File: config.mk
export PLATFORM = sky130hd
export DESIGN_NAME = contador_programa_contexto_flat
export DESIGN_NICKNAME = d
export VERILOG_FILES = /design/src/rtl/contador_programa_contexto_if.sv /design/src/rtl/contador_programa_contexto.sv /design/src/flat_wrapper.sv
export SDC_FILE = /design/constraint.sdc
export NUM_CORES = 1
export LEC_CHECK = 0
export BUFFER_PORTS_ARGS = -buffer_cell sky130_fd_sc_hd__buf_2
export CORE_MARGIN = 2
export CORE_UTILIZATION = 50
export DETAILED_ROUTE_END_ITERATION = 10
export PLACE_DENSITY = 0.69
export SYNTH_ARGS = -nofsm -noshare
export SYNTH_HDL_FRONTEND = slang
export SYNTH_SLANG_ARGS = --single-unit
File: constraint.sdc
create_clock -name clock -period 7.65 [get_ports clock]
set_clock_uncertainty 0.05 [all_clocks]
set_input_delay 0.765 -clock clock [delete_from_list [all_inputs] [get_ports clock]]
set_output_delay 0.765 -clock clock [all_outputs]
set_load 0.01 [all_outputs]
File: src/rtl/contador_programa_contexto_if.sv
// Fetch/control bundle between the program-counter sequencer and its environment.
// master drives the control inputs; slave is the sequencer.
interface contador_programa_contexto_if #(
    parameter int unsigned ADDR_WIDTH = 32
);
    logic                  stall;
    logic                  desvio;
    logic [ADDR_WIDTH-1:0] alvo;
    logic                  retorno;
    logic                  troca_req;
    logic [3:0]            proc_sel;
    logic                  halt_proc;
    logic [ADDR_WIDTH-1:0] endereco;
    logic [3:0]            slot_atual;
    logic                  em_usuario;
    logic                  preempcao;
    logic                  erro;

    modport master (
        output stall, desvio, alvo, retorno, troca_req, proc_sel, halt_proc,
        input  endereco, slot_atual, em_usuario, preempcao, erro
    );

    modport slave (
        input  stall, desvio, alvo, retorno, troca_req, proc_sel, halt_proc,
        output endereco, slot_atual, em_usuario, preempcao, erro
    );
endinterface

File: src/rtl/contador_programa_contexto.sv
// Slot-relative PC sequencer with context switch and per-slot saved-PC table.
// Define PREEMPCAO_EN to build the quantum counter and time-slice preemption.
module contador_programa_contexto #(
    parameter int unsigned ADDR_WIDTH = 32,
    parameter int unsigned SLOT_SIZE  = 200,
    parameter int unsigned NUM_SLOTS  = 10,
    parameter int unsigned QUANTUM    = 64
) (
    input  logic                          clock,
    input  logic                          reset_n,
    contador_programa_contexto_if.slave   bus
);
    localparam int unsigned PC_W = (SLOT_SIZE > 1) ? $clog2(SLOT_SIZE) : 1;

    typedef enum logic [1:0] {
        ST_SO    = 2'd0,
        ST_TROCA = 2'd1,
        ST_USER  = 2'd2
    } state_e;

    state_e                state_q, state_d;
    logic [PC_W-1:0]       pc_q, pc_d;
    logic [3:0]            slot_q, slot_d;
    logic [ADDR_WIDTH-1:0] endereco_q, endereco_d;
    logic                  em_usuario_q, em_usuario_d;
    logic                  preempcao_q, preempcao_d;
    logic                  erro_q, erro_d;
    logic [PC_W-1:0]       tbl_q [NUM_SLOTS];

    logic                  tbl_we;
    logic [3:0]            tbl_idx;
    logic [PC_W-1:0]       tbl_wdata;
    logic                  cnt_load, cnt_dec;
    logic                  expira_c;
    logic                  sel_ok_c, alvo_ok_c;
    logic [PC_W-1:0]       pc_step_c, pc_alvo_c;

    assign sel_ok_c  = (bus.proc_sel >= 4'd2) && (32'(bus.proc_sel) < NUM_SLOTS);
    assign alvo_ok_c = bus.alvo < ADDR_WIDTH'(SLOT_SIZE);
    assign pc_alvo_c = alvo_ok_c ? PC_W'(bus.alvo) : '0;
    assign pc_step_c = (pc_q == PC_W'(SLOT_SIZE - 1)) ? '0 : pc_q + PC_W'(1);

`ifdef PREEMPCAO_EN
    localparam int unsigned CNT_W = (QUANTUM > 1) ? $clog2(QUANTUM) : 1;
    logic [CNT_W-1:0] cnt_q, cnt_d;

    assign expira_c = (cnt_q == '0);

    always_comb begin
        cnt_d = cnt_q;
        if (cnt_load)     cnt_d = CNT_W'(QUANTUM - 1);
        else if (cnt_dec) cnt_d = cnt_q - CNT_W'(1);
    end

    always_ff @(posedge clock or negedge reset_n) begin
        if (!reset_n) cnt_q <= '0;
        else          cnt_q <= cnt_d;
    end
`else
    localparam int unsigned unused_quantum = QUANTUM;
    logic unused_cnt;
    assign unused_cnt = cnt_load ^ cnt_dec;
    assign expira_c   = 1'b0;
`endif

    // Next-state, table update and registered-output computation.
    always_comb begin
        state_d     = state_q;
        pc_d        = pc_q;
        slot_d      = slot_q;
        erro_d      = 1'b0;
        preempcao_d = 1'b0;
        tbl_we      = 1'b0;
        tbl_idx     = slot_q;
        tbl_wdata   = '0;
        cnt_load    = 1'b0;
        cnt_dec     = 1'b0;

        if (!bus.stall) begin
            case (state_q)
                ST_SO: begin
                    if (bus.troca_req && sel_ok_c) begin
                        state_d  = ST_USER;
                        slot_d   = bus.proc_sel;
                        pc_d     = tbl_q[bus.proc_sel];
                        cnt_load = 1'b1;
                    end else if (bus.troca_req) begin
                        erro_d = 1'b1;
                        pc_d   = pc_step_c;
                    end else if (bus.desvio) begin
                        pc_d   = pc_alvo_c;
                        erro_d = !alvo_ok_c;
                    end else begin
                        pc_d = pc_step_c;
                    end
                end
                ST_TROCA: begin
                    if (bus.retorno) begin
                        state_d = ST_SO;
                        slot_d  = 4'd1;
                        pc_d    = '0;
                    end else if (bus.desvio) begin
                        pc_d   = pc_alvo_c;
                        erro_d = !alvo_ok_c;
                    end else begin
                        pc_d = pc_step_c;
                    end
                end
                ST_USER: begin
                    if (bus.halt_proc) begin
                        tbl_we  = 1'b1;
                        state_d = ST_TROCA;
                        slot_d  = 4'd0;
                        pc_d    = '0;
                    end else if (expira_c) begin
                        // Save where the program would have continued.
                        preempcao_d = 1'b1;
                        tbl_we      = 1'b1;
                        tbl_wdata   = bus.desvio ? pc_alvo_c : pc_step_c;
                        erro_d      = bus.desvio && !alvo_ok_c;
                        state_d     = ST_TROCA;
                        slot_d      = 4'd0;
                        pc_d        = '0;
                    end else if (bus.desvio) begin
                        pc_d    = pc_alvo_c;
                        erro_d  = !alvo_ok_c;
                        cnt_dec = 1'b1;
                    end else begin
                        pc_d    = pc_step_c;
                        cnt_dec = 1'b1;
                    end
                end
                default: begin
                    state_d = ST_SO;
                    slot_d  = 4'd1;
                    pc_d    = '0;
                end
            endcase
        end

        em_usuario_d = (state_d == ST_USER);
        endereco_d   = ADDR_WIDTH'(slot_d) * ADDR_WIDTH'(SLOT_SIZE) + ADDR_WIDTH'(pc_d);
    end

    always_ff @(posedge clock or negedge reset_n) begin
        if (!reset_n) begin
            state_q      <= ST_SO;
            pc_q         <= '0;
            slot_q       <= 4'd1;
            endereco_q   <= ADDR_WIDTH'(SLOT_SIZE);
            em_usuario_q <= 1'b0;
            preempcao_q  <= 1'b0;
            erro_q       <= 1'b0;
        end else begin
            state_q      <= state_d;
            pc_q         <= pc_d;
            slot_q       <= slot_d;
            endereco_q   <= endereco_d;
            em_usuario_q <= em_usuario_d;
            preempcao_q  <= preempcao_d;
            erro_q       <= erro_d;
        end
    end

    always_ff @(posedge clock or negedge reset_n) begin
        if (!reset_n) begin
            for (int i = 0; i < NUM_SLOTS; i++) tbl_q[i] <= '0;
        end else if (tbl_we) begin
            tbl_q[tbl_idx] <= tbl_wdata;
        end
    end

    assign bus.endereco   = endereco_q;
    assign bus.slot_atual = slot_q;
    assign bus.em_usuario = em_usuario_q;
    assign bus.preempcao  = preempcao_q;
    assign bus.erro       = erro_q;
endmodule

File: src/flat_wrapper.sv
// flat-port wrapper written by rule: the top's interface ports become plain ports
module contador_programa_contexto_flat 
#(
    parameter int unsigned ADDR_WIDTH = 32,
    parameter int unsigned SLOT_SIZE  = 200,
    parameter int unsigned NUM_SLOTS  = 10,
    parameter int unsigned QUANTUM    = 64
)
  (clock, reset_n, bus_stall, bus_desvio, bus_alvo, bus_retorno, bus_troca_req, bus_proc_sel, bus_halt_proc, bus_endereco, bus_slot_atual, bus_em_usuario, bus_preempcao, bus_erro);
  contador_programa_contexto_if #(.ADDR_WIDTH(ADDR_WIDTH)) bus_i ();
  input  logic clock;
  input  logic reset_n;
  input wire logic [$bits(bus_i.stall)-1:0] bus_stall;
  input wire logic [$bits(bus_i.desvio)-1:0] bus_desvio;
  input wire logic [$bits(bus_i.alvo)-1:0] bus_alvo;
  input wire logic [$bits(bus_i.retorno)-1:0] bus_retorno;
  input wire logic [$bits(bus_i.troca_req)-1:0] bus_troca_req;
  input wire logic [$bits(bus_i.proc_sel)-1:0] bus_proc_sel;
  input wire logic [$bits(bus_i.halt_proc)-1:0] bus_halt_proc;
  output wire logic [$bits(bus_i.endereco)-1:0] bus_endereco;
  output wire logic [$bits(bus_i.slot_atual)-1:0] bus_slot_atual;
  output wire logic [$bits(bus_i.em_usuario)-1:0] bus_em_usuario;
  output wire logic [$bits(bus_i.preempcao)-1:0] bus_preempcao;
  output wire logic [$bits(bus_i.erro)-1:0] bus_erro;
  assign bus_i.stall = bus_stall;
  assign bus_i.desvio = bus_desvio;
  assign bus_i.alvo = bus_alvo;
  assign bus_i.retorno = bus_retorno;
  assign bus_i.troca_req = bus_troca_req;
  assign bus_i.proc_sel = bus_proc_sel;
  assign bus_i.halt_proc = bus_halt_proc;
  assign bus_endereco = bus_i.endereco;
  assign bus_slot_atual = bus_i.slot_atual;
  assign bus_em_usuario = bus_i.em_usuario;
  assign bus_preempcao = bus_i.preempcao;
  assign bus_erro = bus_i.erro;
  contador_programa_contexto #(.ADDR_WIDTH(ADDR_WIDTH), .SLOT_SIZE(SLOT_SIZE), .NUM_SLOTS(NUM_SLOTS), .QUANTUM(QUANTUM)) u_core (.clock(clock), .reset_n(reset_n), .bus(bus_i));
endmodule
---- Word-level counts from Yosys, hierarchy flattened ----
Index checks and enable logic that the tools add are counted.
word-level totals
  register bits ........................... 128
  input bits .............................. 43
  output and inout port bits .............. 39
  logic and storage cells ................. 72
operators by class
  $add $sub $neg .......................... 2
  multipliers ............................. 1
  magnitude comparators ................... 6
  equal/unequal tests ..................... 4
  mux-type cells .......................... 34
  bitwise operators ....................... 4
  reductions and logical operators ........ 5
operators with widths
  cell                                                               number
  2-to-1 mux 8 bit                                                   11
  bitwise AND 80 bit                                                 1
  NOT 80 bit                                                         1
  binary-select mux 8 bit (select 4 bit)                             1
  demux 8 bit (select 4 bit)                                         1
  < comparator 32 x 8 -> 1 bit, second input constant                1
  case mux 8 bit (3 select lines)                                    1
  2-to-1 mux 4 bit                                                   4
  adder 12 x 8 -> 13 bit                                             1
  case mux 4 bit (3 select lines)                                    1
  greater-or-equal comparator 5 bit, second input constant           2
  NOT 4 -> 5 bit                                                     2
  multiplier 4 x 5 -> 9 bit, second input constant                   1
  2-to-1 mux 1 bit                                                   9
  adder 8 x 1 -> 8 bit, second input constant                        1
  equality test 8 bit, second input constant                         1
  2-to-1 mux 2 bit                                                   4
  case mux 2 bit (3 select lines)                                    1
  < comparator 5 x 1 -> 1 bit, second input constant                 1
  equality test 2 bit, second input constant                         2
  greater-or-equal comparator 4 x 2 -> 1 bit, second input constant  1
  < comparator 4 bit, second input constant                          1
  logical AND 1 bit                                                  3
  case mux 1 bit (3 select lines)                                    1
  other kinds (3)                                                    3

---- Logic depth before layout (Yosys ltp) ----
Gate-level depths: netlist (run 1).
  depth after elaboration ................. 8
  gate-level depth with buffers ........... 16
  mapped depth without buffers ............ 14

---- Worst setup path before layout (run 1) ----
No wires, ideal clock.
  path kind ............................... in2reg
  from .................................... input bus_proc_sel[2]
  to ...................................... register u_core.endereco_q[11], in the netlist u_core.bus.endereco[11]
  library setup time ...................... 80 ps
  arrival time ............................ 3646 ps
  data required time ...................... 7520 ps
  setup slack ............................. 3874 ps
  cell stages on the path ................. 14
  buffers on the path ..................... 2
  path through ............................ clkbuf_1 -> or3_1 -> and2_1 -> clkbuf_1 -> a22oi_1 -> o21ai_0 -> a21oi_1 -> ha_1 -> ha_1 -> inv_1 -> fa_1 -> nand2b_1 -> a211oi_1 -> xnor2_1
on the way
  cells in the longest elaborated chain, start to end .. 8
  elaborated cells between the ends (all ways) .. 16
  classes of those cells .................. add/sub: 1; mul: 1; order compare: 2; mux: 9; bitwise: 1; reduce/logical: 2
RTL lines
  item                                                                              line                               RTL
  from (decl)                                                                       flat_wrapper.sv:18                 input wire logic [$bits(bus_i.proc_sel)-1:0] bus_proc_sel;
  greater-or-equal comparator 4 x 2 -> 1 bit or < comparator 4 bit (tied branches)  contador_programa_contexto.sv:38   assign sel_ok_c = (bus.proc_sel >= 4'd2) && (32'(bus.proc_sel) < NUM_SLOTS);
  logical AND 1 bit (*)                                                             contador_programa_contexto.sv:38
  logical AND 1 bit (*)                                                             contador_programa_contexto.sv:82   if (bus.troca_req && sel_ok_c) begin
  2-to-1 mux 4 bit (*)                                                              contador_programa_contexto.sv:82
  case mux 4 bit (3 select lines) (*)                                               contador_programa_contexto.sv:80   case (state_q)
  2-to-1 mux 4 bit (*)                                                              contador_programa_contexto.sv:79   if (!bus.stall) begin
  named net u_core.slot_d[0]                                                        contador_programa_contexto.sv:23   logic [3:0] slot_q, slot_d;
  multiplier 4 x 5 -> 9 bit (*)                                                     contador_programa_contexto.sv:142  endereco_d = ADDR_WIDTH'(slot_d) * ADDR_WIDTH'(SLOT_SIZE) + ADDR_WIDTH'(pc_d);
  adder 12 x 8 -> 13 bit (*)                                                        contador_programa_contexto.sv:142
  named net u_core.endereco_d[11]                                                   contador_programa_contexto.sv:24   logic [ADDR_WIDTH-1:0] endereco_q, endereco_d;
  to (signal assigned)                                                              contador_programa_contexto.sv:150  endereco_q <= ADDR_WIDTH'(SLOT_SIZE);
  to (signal assigned)                                                              contador_programa_contexto.sv:158  endereco_q <= endereco_d;
  to (decl)                                                                         contador_programa_contexto.sv:24
Mark *: on every way through the listed nets, which the timed path passes. The rest lies on a longest branch. The select of a mux whose other input is x is not followed.
A chain may end at the register's enable or synchronous reset.

---- Worst setup path after layout (run 1) ----
  from .................................... input bus_proc_sel[3]
  to ...................................... register u_core.endereco_q[11], in the netlist u_core.bus.endereco[11]
Same word-level chain as after synthesis.

==> reports/metrics.yaml, run 1 <==
result_of_the_run: "complete, no violations"
critical_path.cell_chain: "buf_2, or3_1, and2_1, a22oi_1, o21ai_0, a21oi_1, ha_1, ha_1, inv_1, fa_1, nand2b_1, a211oi_1, xnor2_1"
place.port_buffers: 61
timing.critical_path.from_type: "input port"
final_setup_violations: 0
p_per_area_nw_per_um2: 239
postCtsSetupRepairBufs: 0
grt-ovfl-total: 0
synthesis.area_um2: 4740
drt-wirelength-per-cell_um: 16.6
synth_edf_count: 0
detailed_placer_s_ending_hpwl_um: 7630
syn_area_per_cell_um2: 10.6
floorplan.die.height_um: 101
rsz0062_at_grt: "false"
totalNegativeSetupSlack_ns: 0
rows: 35
fillerInstances: 801
grt_util_all_layers_pct: 22.2
drt_pre_antenna_iters: 4
clock_sinks: 90
clk_latency_ns: 0.36
clk_pin_slew_ns: 0.09
ys_ff_latch: 90
worst-r2r-cell-count: 13
crit-reg2reg-launch: "u_core.state_q[0]"
drv_slew: 0
core_area_um2: 9240
detailedRoute.firstIterationViolations: 211
drive_above_1_share_pct: 19.5
place_congestion: 0.920
cts_hold_buf: 0
maxClockFrequency_mhz: 264
synth-async-reset-ratio_pct: 100
clk_root_buffer_cell: "clkbuf_8"
insertedDiodeCount: 0
crit_required_ns: 7.89
layout_worst_path_cycle_share_pct: 49.5
vias_per_cell: 5.51
cts-buffers-inserted: 9
min-delay-path-class: "input port to async pin"
cts-root-to-sink-buffers: 2
cts_repair_resize_count: 0
h-tree-depth: 3
max-cap-violations: 0
remaining_drc_errors: 0
die_area_um2: 10300
ys.flop_type: "dfrtp_1"
design.portCount: 82
grt_pass1_wl_um: 17400
via_count: 3485
initial_core_util_pct: 51.3
nNetsFinal: 558
peakVddDrop_mv: 0.123
layout.cells.most_common_list: "dfrtp_1, buf_2, and2_1"
yosysWarnings: 0
critical_path.max_fanout: 19
synthesis.instances: 447
worst_pin_slew_ns: 0.857
die_width_um: 101
cts_tree: "done"
cellLeakagePower_nw: 2.55
grt_start_max_net_pins: 64
routed_wirelength_um: 10500
timing.setup.critical_path_class: "input port to register"
crit_top_cell: "ha_1"
timing.max_slew.rel_slack_pct: 42.9
detail-route-antenna-nets: 0
reg_to_reg_slack_setup_ns: 4.20
flow.area_growth_from_synthesis_pct: 10.7
final_hold_viol_count: 0
final_common_cell: "dfrtp_1"
antenna_found_initial: 0
final_core_utilization_pct: 56.9
synth_seq_area_share_pct: 47.6
worst-endpoint-arrival_ns: 4.02
critPathMaxStageDelay_ns: 0.45
via_count_of_the_first_global_routing_pass: 3462
synth.distinct_cells: 58
fin_crit_ns: 3.79
worstSetupEndpointType: "register"
worst_path_max_delay_cell: "fa_1"
worst_r2r_endpoint: "u_core.bus.endereco[11]"
## power breakdown
part	internal, mW	switching (mW)
logic	0.133	0.184
clock network	0.187	0.179
registers	0.524	0.0481
total	0.844	0.411
## worst max-delay path, delay by kind of cell
family                   cells  cell delay (ns)
adder cells (fa/ha/maj)      3             0.97
XOR/XNOR                     1             0.15
AO/OA/AOI/OAI                4             0.96
buffers and inverters        2             0.28
AND/OR/NAND/NOR              3             0.90
## cell usage after synthesis, drive strengths merged (8+ instances only)
cell type / instances / area (µm²)
mux2i: 20 / 200
and2: 41 / 257
nand3: 13 / 65.1
buf: 34 / 236
nor2b: 32 / 200
inv: 13 / 48.8
a22oi: 8 / 60.1
o21ai: 11 / 55.1
nor4: 8 / 56.3
dfrtp: 86 / 2150
nand2: 25 / 93.8
ha: 15 / 188
nor2: 26 / 97.6
a21oi: 14 / 70.1
## cells by family (layout without fill, tap and decap cells)
logic type                 Yosys count  in the layout  synth area share (%)
xor gates and xnor gates            13             13                  2.40
AOI/OAI and AO/OA                   74             74                  11.4
buffers and inverters               54             91                  6.57
other                                1             20                0.0790
DFF                                 90             90                  47.6
muxes                               27             27                  7.07
and+or+nand+nor                    171            171                  20.1
adders and majority gates           17             17                  4.80
## state kept, by name, indices dropped and copies added (netlist names)
signal and count:
u_core.bus.em_usuario 1, u_core.pc_q 8, u_core.tbl_q 64, u_core.bus.erro 1, u_core.state_q 2, u_core.bus.slot_atual 4
u_core.bus.endereco 10
## final cells by class
type | count | area, µm² | share of cell area, %
tap | 129 | 161 | 3.07
clock buffer | 9 | 124 | 2.36
inverter | 13 | 48.8 | 0.929
timing repair buffer | 62 | 315 | 6.00
clock inverter | 7 | 100 | 1.91
multi-input combinational | 322 | 2250 | 42.8
sequential | 90 | 2260 | 43.0
## how the worst max path moves through the flow
stage,startpoint,end,slack (ns),cells past startpoint
after detailed placement,bus_proc_sel[3],u_core.bus.endereco[11],3.52,13
after floorplan,bus_proc_sel[2],u_core.bus.endereco[11],3.87,14
after global placement,bus_proc_sel[3],u_core.bus.endereco[11],3.58,13
final,bus_proc_sel[3],u_core.bus.endereco[11],3.86,13
after CTS,bus_proc_sel[3],u_core.bus.endereco[11],3.89,13
after global routing,bus_proc_sel[0],u_core.bus.endereco[12],3.60,12
## per-layer routing
| metal | up-vias | part of all wire [%] | track usage, % |
|---|---|---|---|
| li1 | 1636 | - | - |
| met5 | - | 0 | 0 |
| met2 | 127 | 47 | 36.1 |
| met1 | 1705 | 45 | 30.0 |
| met3 | 17 | 5.6 | 3.52 |
| met4 | 0 | 1.9 | 8.63 |
## metrics by stage
stage,setup WS (ns),cells,area (µm²),power (mW),hold slack [ns]
floorplan,3.87,466,4820,0.806,0.397
global placement,3.58,616,5030,0.889,0.414
detailed placement,3.52,616,5030,0.899,0.416
CTS,3.89,632,5250,1.26,0.264
global route,3.60,632,5250,1.33,0.280
finish,3.86,632,5250,1.25,0.258
Power figures use the tool's default switching activity.
==> run 2: changes to the inputs <==
==> constraint.sdc (replaced) <==
create_clock -name clock -period 3.9 [get_ports clock]
set_clock_uncertainty 0.05 [all_clocks]
set_input_delay 0.39 -clock clock [delete_from_list [all_inputs] [get_ports clock]]
set_output_delay 0.39 -clock clock [all_outputs]
set_load 0.01 [all_outputs]
==> run 2 against run 1 <==
Combinational power increased by 98%. Die area did not move. Utilization up 0.39 points. Register-to-register slack got worse by 3.7 ns. Largest cell class unchanged. Final cell count up 1.3%. Largest power group unchanged. Critical path depth is the same. Wire length up 3.1%. Global-route usage up 0.39 points. First-iteration DRC count up 18%. Count of clock-buffer cells in the layout unchanged.
==> reports/metrics.yaml, run 2 (synthesized netlist as in run 1, its figures left out) <==
result_of_the_run: "complete, no violations"  # unchanged
worst_pin_slew_ns: 0.791  # was 0.857 ns
rows: 35  # unchanged
die_area_um2: 10300  # unchanged
crit_required_ns: 4.15  # was 7.89 ns
clk_pin_slew_ns: 0.10  # was 0.09 ns
seqCellArea_um2: 2260  # unchanged
worstSetupEndpointType: "register"  # unchanged
p_sw_share_pct: 35.2  # was 32.8%
antenna_found_initial: 0  # unchanged
via_count: 3518  # was 3485
die_width_um: 101  # unchanged
dpl.cell_count: 624  # was 616
grt_start_max_net_pins: 64  # unchanged
grtUsageMet2_pct: 36.6  # was 36.1%
total_power_mw: 2.39  # was 1.25 mW
routed_wirelength_um: 10800  # was 10500 µm
final_area_um2: 5290  # was 5250 µm²
detailed_placer_s_ending_hpwl_um: 8010  # was 7630 µm
final_hold_viol_count: 0  # unchanged
power_frac_clock_pct: 26.7  # was 29.1%
drive_above_1_share_pct: 20.7  # was 19.5%
worst-r2r-cell-count: 13  # unchanged
layout.cells.most_common_list: "dfrtp_1, buf_2, and2_1"  # unchanged
grt_use_met3_pct: 4.00  # was 3.52%
busiest_layer: "met2"  # unchanged
power.switching_uw: 842  # was 411 µW
flow.area_growth_from_synthesis_pct: 11.5  # was 10.7%
cts-root-to-sink-buffers: 2  # unchanged
final_common_cell: "dfrtp_1"  # unchanged
p_seq_share_pct: 47.0  # was 45.6%
critPathMaxStageDelay_ns: 0.57  # was 0.45 ns
p_int_mw: 1.55  # was 844 µW
critical_path.max_fanout: 11  # was 19
vias_per_cell: 5.50  # was 5.51
largest_reg_flops: 64  # unchanged
initial_core_util_pct: 51.3  # unchanged
clock_sinks: 90  # unchanged
fillerInstances: 790  # was 801
cts_hold_buf: 0  # unchanged
critical_path.cell_chain: "nor2_1, a22o_1, nor2_1, nand2_1, a22o_1, ha_1, ha_1, inv_1, fa_1, xnor2_1, nand2b_1, a211oi_1, xnor2_1"  # was buf_2, or3_1, and2_1, a22oi_1, o21ai_0, a21oi_1, ha_1, ha_1, inv_1, fa_1, nand2b_1, a211oi_1, xnor2_1
remaining_drc_errors: 0  # unchanged
timing.setup.critical_path_class: "register to register"  # was input port to register
detailedRoute.firstIterationViolations: 248  # was 211
place_congestion: 0.931  # was 0.920
maxClockFrequency_mhz: 298
core_area_um2: 9240  # unchanged
timing.max_slew.rel_slack_pct: 47.3  # was 42.9%
worst_path_max_delay_cell: "dfrtp_1"  # was fa_1
postCtsSetupRepairBufs: 0  # unchanged
crit-reg2reg-launch: "u_core.state_q[0]"  # unchanged
clk_latency_ns: 0.37  # was 0.36 ns
h-tree-depth: 3  # unchanged
top_register: "u_core.tbl_q"  # unchanged
critical_path.top_delay_family: "adder cells"  # unchanged
post_layout_nonfiller_instances: 640  # was 632
timing.critical_path.from_type: "register"  # was input port
place_area_um2: 5090  # was 5030 µm²
place.port_buffers: 61  # unchanged
totalNegativeSetupSlack_ns: 0  # unchanged
cts_repair_resize_count: 0  # unchanged
grt_util_all_layers_pct: 22.5  # was 22.2%
worst-endpoint-arrival_ns: 3.60  # was 4.02 ns
grt-ovfl-total: 0  # unchanged
final_setup_violations: 0  # unchanged
power_frac_comb_pct: 26.3  # was 25.3%
drt_pre_antenna_iters: 4  # unchanged
cellLeakagePower_nw: 2.59  # was 2.55 nW
multiInputGateArea_um2: 2250  # unchanged
detail-route-antenna-nets: 0  # unchanged
min-delay-path-class: "input port to async pin"  # unchanged
critPathBufInv: 1  # was 2
reg_to_reg_slack_setup_ns: 0.55  # was 4.20 ns
cts-buffers-inserted: 9  # unchanged
design.portCount: 82  # unchanged
p_per_area_nw_per_um2: 452  # was 239 nW/µm²
insertedDiodeCount: 0  # unchanged
drv_slew: 0  # unchanged
final_core_utilization_pct: 57.3  # was 56.9%
layout_worst_path_cycle_share_pct: 86.0
cts_tree: "done"  # unchanged
grt_pass1_wl_um: 17500  # was 17400 µm
rsz0062_at_grt: "false"  # unchanged
clk_root_buffer_cell: "clkbuf_8"  # unchanged
fin_crit_ns: 3.35
peakVddDrop_mv: 0.164  # was 0.123 mV
floorplan.die.height_um: 101  # unchanged
via_count_of_the_first_global_routing_pass: 3387  # was 3462
global_route.usage.met1_pct: 31.0  # was 30.0%
worst_r2r_endpoint: "u_core.bus.endereco[11]"  # unchanged
max-cap-violations: 0  # unchanged
nNetsFinal: 566  # was 558
drt-wirelength-per-cell_um: 16.9  # was 16.6 µm
## run 2: area by class of cell
class                           count  share of cell area [%]
Clock inverter                      7                    1.44
Timing Repair Buffer               70                    7.10
Multi-Input combinational cell    322                    42.5
Sequential cell                    90                    42.7
Inverter                           13                   0.922
Clock buffer                        9                    2.34
Tap cell                          129                    3.05
## run 2: worst max-delay path by stage
| stage | cells past startpoint | end | startpoint |
|---|---|---|---|
| 2_1_floorplan | 14 | u_core.bus.endereco[11] | bus_proc_sel[2] |
| 3_3_place_gp | 13 | u_core.bus.endereco[11] | bus_proc_sel[2] |
| 3_5_place_dp | 13 | u_core.bus.endereco[11] | bus_proc_sel[2] |
| 4_1_cts | 13 | u_core.bus.endereco[11] | u_core.state_q[0] |
| 5_1_grt | 13 | u_core.bus.endereco[11] | u_core.state_q[0] |
| 6_report | 13 | u_core.bus.endereco[11] | u_core.state_q[0] |
## run 2: power by group through the flow
| stage | logic, mW | clock network, mW | registers (mW) |
|---|---|---|---|
| floorplan | 0.457 | 0 | 1.12 |
| global placement | 0.619 | 0 | 1.14 |
| detailed placement | 0.627 | 0 | 1.14 |
| CTS | 0.633 | 0.656 | 1.12 |
| global route | 0.709 | 0.702 | 1.14 |
| finish | 0.629 | 0.639 | 1.12 |
## run 2: worst reg2reg max path: cells and delay by family, from the launching register on
kind | cells | cell delay, ns
flip-flops | 1 | 0.57
XOR/XNOR | 2 | 0.38
AO/OA/AOI/OAI | 3 | 0.85
adder cells (fa/ha/maj) | 3 | 0.87
buffers and inverters | 1 | 0.06
AND/OR/NAND/NOR | 4 | 0.52
## run 2: metal layers
metal  part of all wire [%]  vias to the layer above
li1                       -                     1660
met1                     46                     1724
met2                     48                      128
met3                    5.1                        6
met4                   0.84                        0
met5                      0                        -
## run 2: through the flow
stage / hold WS, ns / setup WS [ns]
after floorplan: 0.0444 / 0.499
after global placement: 0.413 / 0.404
after detailed placement: 0.417 / 0.283
after CTS: 0.0563 / 0.542
after global routing: 0.113 / 0.307
final: 0.0401 / 0.548
